[src/rtl/burst_accum.sv]
// Sums a burst of LEN unsigned samples into a wider total; out_valid rises on the edge of the LEN-th transfer.
// Backpressure: in_ready only in ACC; the total is held stable in DONE until out_ready.
module burst_accum #(
    parameter int WIDTH     = 16,
    parameter int LEN       = 4,
    parameter int ACC_WIDTH = 24
) (
    input  logic                 clk,
    input  logic                 rst_n,
    input  logic                 start,
    input  logic                 in_valid,
    input  logic [WIDTH-1:0]     in_data,
    output logic                 in_ready,
    output logic                 out_valid,
    output logic [ACC_WIDTH-1:0] out_data,
    input  logic                 out_ready,
    output logic                 busy,
    output logic [7:0]           count
);

    if (LEN < 1 || LEN > 255 || ACC_WIDTH < WIDTH + $clog2(LEN)) begin : g_param_err
        $error("burst_accum: illegal LEN/ACC_WIDTH combination");
    end

    localparam logic [7:0] LEN_C = 8'(LEN);

    typedef enum logic [1:0] {
        S_IDLE = 2'b00,
        S_ACC  = 2'b01,
        S_DONE = 2'b10
    } state_t;

    state_t               state;
    logic [ACC_WIDTH-1:0] acc;
    logic [ACC_WIDTH-1:0] acc_sum;
    logic                 xfer;
    logic                 last_xfer;

    assign acc_sum   = acc + ACC_WIDTH'(in_data);
    assign xfer      = in_valid && in_ready;
    assign last_xfer = (count == LEN_C - 8'd1);

    always_ff @(posedge clk or negedge rst_n) begin
        if (!rst_n) begin
            state     <= S_IDLE;
            acc       <= '0;
            count     <= '0;
            in_ready  <= 1'b0;
            out_valid <= 1'b0;
            out_data  <= '0;
            busy      <= 1'b0;
        end else begin
            case (state)
                S_IDLE: begin
                    if (start) begin
                        state    <= S_ACC;
                        acc      <= '0;
                        count    <= '0;
                        in_ready <= 1'b1;
                        busy     <= 1'b1;
                    end
                end
                S_ACC: begin
                    if (xfer) begin
                        acc   <= acc_sum;
                        count <= count + 8'd1;
                        if (last_xfer) begin
                            state     <= S_DONE;
                            out_data  <= acc_sum;
                            in_ready  <= 1'b0;
                            out_valid <= 1'b1;
                        end
                    end
                end
                S_DONE: begin
                    // Clearing here keeps IDLE at acc==0/count==0 between bursts.
                    if (out_ready) begin
                        state     <= S_IDLE;
                        out_valid <= 1'b0;
                        busy      <= 1'b0;
                        acc       <= '0;
                        count     <= '0;
                    end
                end
                default: begin
                    state     <= S_IDLE;
                    acc       <= '0;
                    count     <= '0;
                    in_ready  <= 1'b0;
                    out_valid <= 1'b0;
                    busy      <= 1'b0;
                end
            endcase
        end
    end

`ifdef FORMAL
    // count<=LEN is not 1-inductive on its own; it needs reachability from reset.
    always @* begin
        assert (count <= LEN_C);
        assert (!(in_ready && out_valid));
        if (out_valid) assert (count == LEN_C);
        if (state == S_IDLE) assert (count == 8'd0);
        if (state == S_IDLE) assert (acc == '0);
    end
`endif

endmodule

[config.mk]
export PLATFORM = sky130hd
export DESIGN_NAME = burst_accum
export DESIGN_NICKNAME = d
export VERILOG_FILES = /design/src/rtl/burst_accum.sv
export SDC_FILE = /design/constraint.sdc
export NUM_CORES = 1
export LEC_CHECK = 0
export BUFFER_PORTS_ARGS = -buffer_cell sky130_fd_sc_hd__buf_2
export CAP_MARGIN = 20
export CORE_MARGIN = 1.5
export CORE_UTILIZATION = 40
export DETAILED_ROUTE_END_ITERATION = 8
export GPL_TIMING_DRIVEN = 0
export PLACE_DENSITY_LB_ADDON = 0.05
export SLEW_MARGIN = 5
export SYNTH_ARGS = -nofsm -noshare
export SYNTH_HDL_FRONTEND = slang
export SYNTH_SLANG_ARGS = --single-unit
[constraint.sdc]
create_clock -name clk -period 3.3 [get_ports clk]
set_clock_uncertainty 0.05 [all_clocks]
set_input_delay 0.66 -clock clk [delete_from_list [all_inputs] [get_ports clk]]
set_output_delay 0.66 -clock clk [all_outputs]
set_load 0.1 [all_outputs]
### Yosys cells after proc, flatten, opt, wreduce, memory -nomap -nowiden

Index checks and enable logic that the tools add are counted.

| word-level totals | value |
|---|---|
| flip-flop bits (word level) | 61 |
| input bits | 21 |
| logic and storage cells | 49 |

| operators by class | value |
|---|---|
| bitwise operators | 3 |
| reductions and logical operators | 8 |
| equality and inequality tests | 7 |
| add/subtract/negate cells | 2 |
| muxes and demuxes | 22 |

Operator list:

| kind | count |
|---|---|
| 24-bit 2-to-1 mux | 3 |
| 24-bit one-hot mux with 3 select lines | 1 |
| 24-bit by 16-bit adder with 24-bit output | 1 |
| 8-bit 2-to-1 mux | 3 |
| 8-bit one-hot mux with 3 select lines | 1 |
| 4-bit AND reduction | 3 |
| 1-bit one-hot mux with 3 select lines | 3 |
| 3-bit AND reduction | 3 |
| 8-bit by 1-bit adder with 8-bit output, second input constant | 1 |
| 8-bit by 2-bit == test with 1-bit output, second input constant | 1 |
| 2-bit 2-to-1 mux | 4 |
| 2-bit != test, second input constant | 4 |
| 1-bit 2-to-1 mux | 6 |
| 2-bit one-hot mux with 3 select lines | 1 |
| 1-bit NOT | 3 |
| 2-bit by 1-bit == test with 1-bit output, second input constant | 1 |
| 2-bit == test, second input constant | 1 |
| 2-bit zero test | 1 |
| 1-bit logical AND | 1 |

### Depth between registers and ports, before layout

Gate-level depths: netlist (run 1).

| depth | value |
|---|---|
| word-level depth | 4 |
| gate-level depth with buffers | 8 |
| gate-level depth less buffers | 8 |

### Worst setup path before layout (run 1)

OpenSTA, ideal clock, no wires.

| timing path | value |
|---|---|
| path kind | in2reg |
| start point | input in_data[6] |
| end point | register out_data[19] |
| library setup time | 0.126 ns |
| stages | 7 |
| data arrival time | 2.537 ns |
| required time | 3.124 ns |
| setup slack | 0.587 ns |
| cell sequence | ha_1 -> a21o_1 -> and4_4 -> or4_4 -> o211a_4 -> o21a_1 -> a221o_1 |

| between the ends | value |
|---|---|
| cells in the longest elaborated chain, start to end | 1 |

Ends and longest elaborated chain:

| what | RTL line | text |
|---|---|---|
| start: declaration | 12 | `input logic [WIDTH-1:0] in_data,` |
| 24-bit by 16-bit adder with 24-bit output | 39 | `assign acc_sum = acc + ACC_WIDTH'(in_data);` |
| end signal: assignment | 69 | `out_data <= acc_sum;` |
| end: declaration | 15 | `output logic [ACC_WIDTH-1:0] out_data,` |

No other way between the ends.
A chain may end at the register's enable or synchronous reset.

### Worst setup path after layout (run 1)

| timing path | value |
|---|---|
| start point | input in_data[0] |
| end point | register out_data[18] |

The elaborated chain is that of the path after synthesis.

==> flow_metrics.py, run 1 <==
metrics = {
    "drt": {
        "ant_nets": 0,
        "vias_per_cell": 5.600,
        "vias": 3203,
        "drc": 3,
        "first_iter_violations": 145,
        "dr.pass1.iters": 6,
        "wl_um": 9423,
        "post_drt_wl_per_cell_um": 16.47,
    },
    "clocking": {
        "cts_tree": "yes",
        "clock_sinks": 61,
        "path_clk_slew_ns": 0.08,
        "cts-root-buf": "clkbuf_8",
        "clock_path_buffers": 2,
        "cts_buffers": 9,
        "ctsHtreeMaxLevel": 3,
        "post_cts_buffers": 0,
        "post_cts_resize_count": 0,
        "clkLatencyLatePin_ns": 0.35,
        "hold_buffers": 0,
    },
    "timing": {
        "setup_viol": 0,
        "slew_headroom": 0.4562,
        "slew_violations": 0,
        "rsz0062_at_grt": "false",
        "hold_viol": 0,
        "min_period_ns": 2.959,
        "post-route-period-util": 0.8968,
        "tns_ns": 0,
        "worst_pin_slew_ns": 0.8127,
        "fmax_mhz": 337.9,
    },
    "logic_synthesis": {
        "syn-instance-count": 393,
        "synth_area_mm2": 0.003671,
        "yosys_register_bits": 61,
        "syn_nets": 432,
        "yosysTopAreaCell": "dfrtp_1",
        "synth_top_area_frac": 0.4158,
        "synth_edf_count": 0,
        "seq_area_frac_synth": 0.4158,
        "synth_cell_types": 53,
        "synth_top_flop_cell": "dfrtp_1",
        "yosys_warnings": 0,
        "async_flop_share": 1.000,
        "post_synth.cell_area_avg_um2": 9.341,
        "synth_area_leaders": "dfrtp_1 42%, ha_1 5.8%, nand2_1 5.7%, a22o_1 3.3%, nor2_1 2.9%",
    },
    "floorplan": {
        "ios": 56,
        "initial_utilization": 0.4169,
        "coreArea_mm2": 0.008806,
        "dieArea_mm2": 0.009761,
        "die-height_um": 98.80,
        "std_cell_rows": 34,
        "dieWidth_um": 98.80,
    },
    "cells_and_area": {
        "post-route-util": 0.4889,
        "fin_nets": 498,
        "multi_input_area_mm2": 0.002048,
        "n_antenna_cell": 0,
        "seqCellArea_mm2": 0.001526,
        "layout.cells.most_common": "dfrtp_1",
        "area_growth_pct": 17.28,
        "final_layout_size_suffix_gt1_frac": 0.1961,
        "nFillCells": 870,
        "layout_common_cells": "61 x dfrtp_1, 56 x buf_2, 56 x nand2_1",
    },
    "power": {
        "p_leak_nw": 2.138,
        "finalPower_mw": 4.846,
        "power.density_mw_per_mm2": 1126,
        "vdd_ir_drop_max_mv": 0.5407,
    },
    "critical_path": {
        "cp_max_fo": 4,
        "worstPathArrival_ns": 3.12,
        "crit_type": "input port to flop",
        "cp.required_ns": 3.46,
        "cp-end-kind": "flop",
        "critPathLaunchType": "input port",
    },
    "outcome": {
        "violations": "design-rule violations",
        "status": "finished with violations",
    },
    "placement": {
        "place_congestion": 0.8350,
        "numPortBuffers": 55,
        "dp_hpwl_um": 6855,
    },
    "min_path": {
        "hp-class": "input port to asynchronous set/reset pin",
    },
    "job": {
        "max_cap_viol_count": 0,
    },
    "grt": {
        "grt_overflow": 0,
        "grtUsageTotal": 0.2066,
        "antenna_found_initial": 0,
        "grt_max_degree": 62,
        "grt_pass1_wl_um": 15680,
        "first_global_vias": 3055,
    },
}
final timing paths:
kind	from	end	slack (ns)	cells past startpoint
hold reg to reg	out_data[3]	out_data[3]	0.42	2
setup / recovery	in_data[0]	out_data[18]	0.34	9
min in group clk	out_data[3]	out_data[3]	0.42	2
hold / removal	rst_n	out_data[5]	0.35	1
max in group asynchronous	rst_n	out_data[13]	2.32	1
setup reg to reg	acc[0]	out_data[18]	0.37	8
layout make-up:
| type | count | area share |
|---|---|---|
| Buffer | 16 | 0.01453 |
| Tap cell | 108 | 0.03139 |
| Clock inverter | 7 | 0.02267 |
| Inverter | 9 | 0.007847 |
| Clock buffer | 9 | 0.02877 |
| Multi-Input combinational cell | 307 | 0.4757 |
| Sequential cell | 61 | 0.3545 |
| Timing Repair Buffer | 55 | 0.06452 |
metal layers:
| layer | vias to the layer above | GRT usage | share of wire |
|---|---|---|---|
| li1 | 1589 | - | - |
| met1 | 1537 | 0.2983 | 0.50 |
| met2 | 66 | 0.3135 | 0.44 |
| met3 | 11 | 0.02979 | 0.039 |
| met4 | 0 | 0.08022 | 0.014 |
| met5 | - | 0 | 0 |
synth_stat cells, types with 2 or more instances:
| library cell | count |
|---|---|
| nor4b_1 | 3 |
| clkbuf_1 | 13 |
| o21ai_0 | 19 |
| inv_1 | 9 |
| a31o_2 | 2 |
| nor3_1 | 7 |
| a221oi_1 | 2 |
| nand2_1 | 56 |
| o211ai_1 | 4 |
| nand3_1 | 16 |
| nand4_1 | 7 |
| o211a_4 | 2 |
| a211o_1 | 8 |
| buf_2 | 2 |
| mux2_2 | 5 |
| a31oi_1 | 7 |
| xnor2_1 | 11 |
| o2111ai_1 | 5 |
| and3_1 | 9 |
| ha_1 | 17 |
| a221o_1 | 2 |
| mux2i_1 | 2 |
| and2_1 | 4 |
| a22o_1 | 14 |
| or3_1 | 2 |
| nor2b_1 | 2 |
| nand2b_1 | 2 |
| nor2_1 | 28 |
| a21oi_1 | 19 |
| xor2_1 | 9 |
| o31ai_1 | 4 |
| o21a_1 | 7 |
| or2_2 | 3 |
| a211oi_1 | 3 |
| a21o_1 | 10 |
| dfrtp_1 | 61 |
sequential cells by signal (all words and copies together), names as in the netlist:
| register | count |
|---|---|
| out_data | 24 |
| count | 8 |
| out_valid | 1 |
| state | 2 |
| acc | 24 |
| in_ready | 1 |
| busy | 1 |
cell families after synthesis:
family,after synthesis,share of synthesized area
muxes,7,0.02079
buffers and inverters,25,0.02624
AOI/OAI and AO/OA,118,0.2393
adders and majority gates,18,0.06339
DFF,61,0.4158
xor gates and xnor gates,20,0.04772
and+or+nand+nor,144,0.1868
report_power, final:
group          switching, mW  internal (mW)  total [mW]
Clock                  0.334          0.427       0.761
Combinational           2.10          0.781        2.88
Sequential             0.189           1.02        1.21
per-stage QoR:
step                      setup WS (ns)  instances  hold WS [ns]  area, um^2
after detailed placement       -0.01006        556        0.4081        4084
after global placement         -0.05984        556        0.4027        4081
after floorplan                  0.5871        393        0.3144        3671
after CTS                        0.3423        572        0.3715        4305
after global routing             0.1169        572        0.4176        4305
final                            0.3405        572        0.3457        4305
critical path, stage by stage:
cell      delay, ns
buf_2          0.10
ha_1           0.21
fa_1           0.41
a21o_1         0.24
a221oi_1       0.56
o221ai_1       0.29
a31oi_1        0.38
xor2_1         0.17
o21ai_0        0.09
No activity file was read; power rests on OpenSTA's default activity.
==> run 2, diff against run 1 <==
--- a/config.mk
+++ b/config.mk
@@ -10,7 +10,6 @@
 export CORE_MARGIN = 1.5
 export CORE_UTILIZATION = 40
 export DETAILED_ROUTE_END_ITERATION = 8
-export GPL_TIMING_DRIVEN = 0
 export PLACE_DENSITY_LB_ADDON = 0.05
 export SLEW_MARGIN = 5
 export SYNTH_ARGS = -nofsm -noshare
==> run 2 against run 1 <==
Die area unchanged. First-iteration DRC count down 15%. Global-route usage fell by 0.40 points. Hold slack gained 0.073 ns. The flow still finishes with violations (design-rule violations). Combinational power is essentially flat. Routed wire length fell by 2.8%. Clock power decreased by 12%. Setup slack better by 0.33 ns. Core utilization down 0.47 points. Final cell count fell by 1.6%.
==> flow_metrics.py, run 2 (same netlist as run 1, synthesis figures left out) <==
metrics = {
    "grt": {
        "grt_max_degree": 62,
        "grt_overflow": 0,
        "grt_pass1_wl_um": 15570,
        "grtUsageTotal": 0.2027,
        "first_global_vias": 3044,
        "antenna_found_initial": 0,
    },
    "placement": {
        "numPortBuffers": 55,
        "dpl_worst_slack_ns": 0.3337,
        "place_area_mm2": 0.004071,
        "place_congestion": 0.8455,
        "dp_hpwl_um": 6528,
    },
    "floorplan": {
        "die-height_um": 98.80,
        "initial_utilization": 0.4169,
        "dieWidth_um": 98.80,
        "dieArea_mm2": 0.009761,
        "coreArea_mm2": 0.008806,
        "ios": 56,
        "std_cell_rows": 34,
    },
    "drt": {
        "vias": 3136,
        "drc": 3,
        "m1WireLength_um": 4792,
        "first_iter_violations": 123,
        "post_drt_wl_per_cell_um": 16.26,
        "met2WireLength_um": 4005,
        "dr.pass1.iters": 6,
        "vias_per_cell": 5.570,
        "wl_um": 9156,
        "ant_nets": 0,
        "route.met3.wl_um": 293,
        "top_layer_used": "met4",
    },
    "timing": {
        "fmax_mhz": 379.7,
        "post-route-period-util": 0.7980,
        "min_period_ns": 2.634,
        "slew_violations": 0,
        "setup_viol": 0,
        "rsz0062_at_grt": "false",
        "slew_headroom": 0.4713,
        "worst_pin_slew_ns": 0.7930,
        "hold_viol": 0,
        "tns_ns": 0,
        "setup_ws_ns": 0.6665,
    },
    "outcome": {
        "status": "finished with violations",
        "violations": "design-rule violations",
    },
    "critical_path": {
        "slowest_stage": "fa_1",
        "r2r_start": "acc[0]",
        "reg2reg_depth": 8,
        "worstPathArrival_ns": 2.79,
        "crit_type": "input port to flop",
        "worstReg2RegEnd": "out_data[18]",
        "path_cells": "buf_2 > ha_1 > fa_1 > a21o_1 > a221oi_1 > o221ai_1 > a31oi_1 > xor2_1 > o21ai_0",
        "reg2reg_slack_ns": 0.72,
        "critical_path.startpoint": "in_data[0]",
        "cp_max_fo": 4,
        "critPathLaunchType": "input port",
        "cp-end-kind": "flop",
        "cp.required_ns": 3.46,
        "slowest_delay_ns": 0.40,
    },
    "power": {
        "pwr-share-clk": 0.140,
        "intPower_mw": 2.178,
        "switching_share": 0.5410,
        "power.density_mw_per_mm2": 1113,
        "seq_power_share": 0.258,
        "comb_power_share": 0.601,
        "p_leak_nw": 2.139,
        "vdd_ir_drop_max_mv": 0.5681,
        "p_switching_mw": 2.567,
    },
    "clocking": {
        "path_clk_slew_ns": 0.07,
        "hold_buffers": 0,
        "cts_buffers": 9,
        "clkLatencyLatePin_ns": 0.33,
        "clock_sinks": 61,
        "cts_tree": "yes",
        "clock_path_buffers": 2,
        "post_cts_resize_count": 0,
        "cts-root-buf": "clkbuf_8",
        "ctsHtreeMaxLevel": 3,
        "post_cts_buffers": 0,
    },
    "min_path": {
        "min_to": "out_data[0]",
        "hold_start": "out_data[0]",
        "hp-class": "flop to flop",
        "hold_depth": 2,
    },
    "cells_and_area": {
        "layout.cells.most_common": "dfrtp_1",
        "final_cell_area_mm2": 0.004264,
        "top_regs": "acc x24, out_data x24, count x8",
        "fin_nets": 489,
        "n_antenna_cell": 0,
        "layout_common_cells": "61 x dfrtp_1, 56 x nand2_1, 55 x buf_2",
        "final_layout_size_suffix_gt1_frac": 0.2066,
        "area_growth_pct": 16.16,
    },
    "job": {
        "max_cap_viol_count": 0,
    },
}
-- run 2: cell types whose count changed in the layout (fill, tap and decap cells not counted), sizes merged --
| cell | change |
|---|---|
| clkinvlp | -1 |
| buf | +4 |
| inv | -1 |
| clkbuf | -10 |
| bufinv | -1 |
-- run 2: cell type report --
class,instances,area (um^2)
fillers,862,4542
multi-input cells,307,2048
flip-flops and latches,61,1526
repair buffers,62,327.8
clock buffers,12,145.1
well taps,108,135.1
clock inverters,4,47.55
inverters,9,33.78
-- run 2: layer usage --
layer  vias up  track usage
met4         0      0.05714
met2        53       0.3103
met3         4      0.03546
met1      1505       0.2954
met5         -            0
li1       1574            -
-- run 2: per-stage QoR --
step           hold WS (ns)  power [mW]  std cells  utilization
2_1_floorplan        0.3144       3.534        393            -
3_3_place_gp         0.4034       4.077        547       0.4623
3_5_place_dp         0.4078       4.092        547       0.4623
4_1_cts              0.4255       4.784        563       0.4842
5_1_grt              0.4506       5.075        563       0.4842
6_report             0.4190       4.744        563       0.4842
-- run 2: worst max path at each step --
| stage | end | slack (ns) | depth (start not counted) |
|---|---|---|---|
| 6_report | out_data[18] | 0.67 | 9 |
| 5_1_grt | out_data[18] | 0.52 | 9 |
| 3_3_place_gp | out_data[18] | 0.37 | 9 |
| 3_5_place_dp | out_data[18] | 0.33 | 9 |
| 4_1_cts | out_data[18] | 0.69 | 9 |
| 2_1_floorplan | out_data[19] | 0.59 | 7 |
-- run 2: power groups by stage --
| stage | Sequential (mW) | Clock [mW] | Combinational, mW |
|---|---|---|---|
| 4_1_cts | 1.23 | 0.692 | 2.87 |
| 2_1_floorplan | 2.23 | 0 | 1.31 |
| 3_5_place_dp | 1.24 | 0 | 2.85 |
| 5_1_grt | 1.27 | 0.726 | 3.08 |
| 6_report | 1.23 | 0.666 | 2.85 |
| 3_3_place_gp | 1.23 | 0 | 2.84 |
-- run 2: worst max-delay path: cells and delay by family --
| family | cells | cell delay [ns] |
|---|---|---|
| AOI/OAI and AO/OA | 5 | 1.23 |
| adders and majority gates | 2 | 0.62 |
| xor gates and xnor gates | 1 | 0.17 |
| buffers and inverters | 1 | 0.10 |
==> run 3, diff against run 2 <==
==> constraint.sdc (replaced) <==
create_clock -name clk -period 2.3 [get_ports clk]
set_clock_uncertainty 0.05 [all_clocks]
set_input_delay 0.46 -clock clk [delete_from_list [all_inputs] [get_ports clk]]
set_output_delay 0.46 -clock clk [all_outputs]
set_load 0.1 [all_outputs]
==> run 3 against run 2 <==
The run ends with design-rule violations, negative setup slack left. Critical path depth grew 1. Global-route usage grew 1.3 points. Register-to-register slack lost 0.87 ns. Largest cell class unchanged. Sequential share of layout area shrank 5.1 points.
==> flow_metrics.py, run 3 (same netlist as run 1, synthesis figures left out) <==
metrics = {
    "outcome": {
        "status": "finished with violations",
        "violations": "design-rule violations, negative setup slack",
    },
    "critical_path": {
        "cp_max_fo": 3,
        "slowest_delay_ns": 0.41,
        "critPathLaunchType": "flop",
        "cp-end-kind": "flop",
        "crit_buf_inv": 2,
        "cp.required_ns": 2.47,
        "crit_type": "flop to flop",
        "path_cells": "ha_4 > fa_2 > a21o_1 > a221o_1 > buf_4 > buf_6 > nand2_4 > nand2_4 > xnor2_2 > mux2_4",
        "reg2reg_slack_ns": -0.15,
        "critPathMostFrequentCell": "nand2_4",
        "worstPathArrival_ns": 2.62,
        "slowest_stage": "dfrtp_1",
        "critPathTopFamily": "compound AO/OA/AOI/OAI gates",
    },
    "cells_and_area": {
        "area_growth_pct": 36.74,
        "fin_nets": 553,
        "n_antenna_cell": 0,
        "top_regs": "acc x24, out_data x24, count x8",
        "final_layout_size_suffix_gt1_frac": 0.3738,
        "layout_common_cells": "65 x buf_4, 55 x dfrtp_1, 55 x buf_2",
        "layout.cells.most_common": "buf_4",
        "final_cell_area_mm2": 0.005020,
        "nFillCells": 832,
    },
    "drt": {
        "drc": 6,
        "met2WireLength_um": 4721,
        "first_iter_violations": 129,
        "ant_nets": 0,
        "m1WireLength_um": 5016,
        "dr.pass1.iters": 6,
        "wl_um": 10160,
        "route.met3.wl_um": 299,
        "vias": 3431,
        "top_layer_used": "met4",
        "post_drt_wl_per_cell_um": 16.21,
        "vias_per_cell": 5.472,
    },
    "grt": {
        "grt_pass1_wl_um": 16690,
        "grt_max_degree": 29,
        "grt_overflow": 0,
        "antenna_found_initial": 0,
        "first_global_vias": 3334,
        "grtUsageTotal": 0.2161,
    },
    "power": {
        "power.density_mw_per_mm2": 1547,
        "comb_power_share": 0.641,
        "p_switching_mw": 4.026,
        "intPower_mw": 3.741,
        "pwr-share-clk": 0.126,
        "p_leak_nw": 2.490,
        "switching_share": 0.5183,
        "seq_power_share": 0.233,
        "vdd_ir_drop_max_mv": 0.7287,
    },
    "timing": {
        "fmax_mhz": 408.2,
        "worst_pin_slew_ns": 0.6592,
        "tns_ns": -0.7621,
        "slew_violations": 0,
        "setup_ws_ns": -0.1499,
        "setup_viol": 10,
        "post-route-period-util": 1.065,
        "min_period_ns": 2.450,
        "hold_viol": 0,
        "rsz0062_at_grt": "true",
        "slew_headroom": 0.5606,
    },
    "placement": {
        "place_congestion": 0.8789,
        "place_area_mm2": 0.004584,
        "dp_hpwl_um": 7354,
        "numPortBuffers": 55,
        "dpl_worst_slack_ns": -0.3000,
    },
    "floorplan": {
        "coreArea_mm2": 0.008806,
        "dieWidth_um": 98.80,
        "std_cell_rows": 34,
        "initial_utilization": 0.4169,
        "dieArea_mm2": 0.009761,
        "die-height_um": 98.80,
        "ios": 56,
    },
    "clocking": {
        "clkLatencyLatePin_ns": 0.34,
        "clock_sinks": 61,
        "path_clk_slew_ns": 0.08,
        "cts_buffers": 9,
        "hold_buffers": 0,
        "cts-root-buf": "clkbuf_8",
        "clock_path_buffers": 2,
        "ctsHtreeMaxLevel": 3,
        "cts_tree": "yes",
    },
    "job": {
        "max_cap_viol_count": 0,
    },
    "min_path": {
        "hp-class": "input port to asynchronous set/reset pin",
    },
}
run 3: worst reg2reg max path, cell delays in order, from the launching register on:
cell and delay [ns]:
dfrtp_1 0.41, ha_4 0.18, fa_2 0.34, a21o_1 0.22
a221o_1 0.33, buf_4 0.15, buf_6 0.12, nand2_4 0.06
nand2_4 0.05, xnor2_2 0.17, mux2_4 0.26
run 3: final cells by class:
type | count | area (um^2) | share of cell area
sequential | 61 | 1539 | 0.3066
inverter | 9 | 33.78 | 0.006730
multi-input combinational | 307 | 2263 | 0.4509
tap | 108 | 135.1 | 0.02692
clock buffer | 9 | 123.9 | 0.02468
clock inverter | 7 | 76.32 | 0.01520
timing repair buffer | 126 | 848.3 | 0.1690
run 3: power groups by stage:
stage                     registers (mW)  clock network (mW)  logic [mW]
after floorplan                     3.24                   0        1.99
after global placement              1.81                   0        4.66
after detailed placement            1.83                   0        4.68
after CTS                           1.81                1.02        4.83
after global routing                1.87                1.05        5.36
final                               1.81               0.979        4.98
run 3: worst paths after layout:
path | start | to | cells past startpoint
worst max register to register | acc[0] | out_data[10] | 10
worst max-delay path | acc[0] | out_data[10] | 10
max in group asynchronous | rst_n | acc[10] | 2
worst min register to register | out_data[5] | out_data[5] | 2
min in group clk | start | state[0] | 3
worst min-delay path | rst_n | out_data[6] | 1
run 3: routing by layer:
layer,vias up,global-route usage
met5,-,0
met4,0,0.06593
met3,11,0.03050
met2,63,0.3533
met1,1667,0.2982
li1,1690,-
run 3: per-stage QoR:
| stage | std cells | util | power, mW | hold slack (ns) |
|---|---|---|---|---|
| 2_1_floorplan | 393 | - | 5.232 | 0.1144 |
| 3_3_place_gp | 600 | 0.5206 | 6.478 | 0.4027 |
| 3_5_place_dp | 600 | 0.5206 | 6.512 | 0.4073 |
| 4_1_cts | 621 | 0.5556 | 7.656 | 0.09846 |
| 5_1_grt | 627 | 0.5700 | 8.280 | 0.1446 |
| 6_report | 627 | 0.5700 | 7.766 | 0.08922 |
run 3: repair_timing:
item,4_1_cts,5_1_grt
gates resized for setup,13,22
pin swaps,17,18
setup buffers,5,6
setup endpoints to repair,21,35
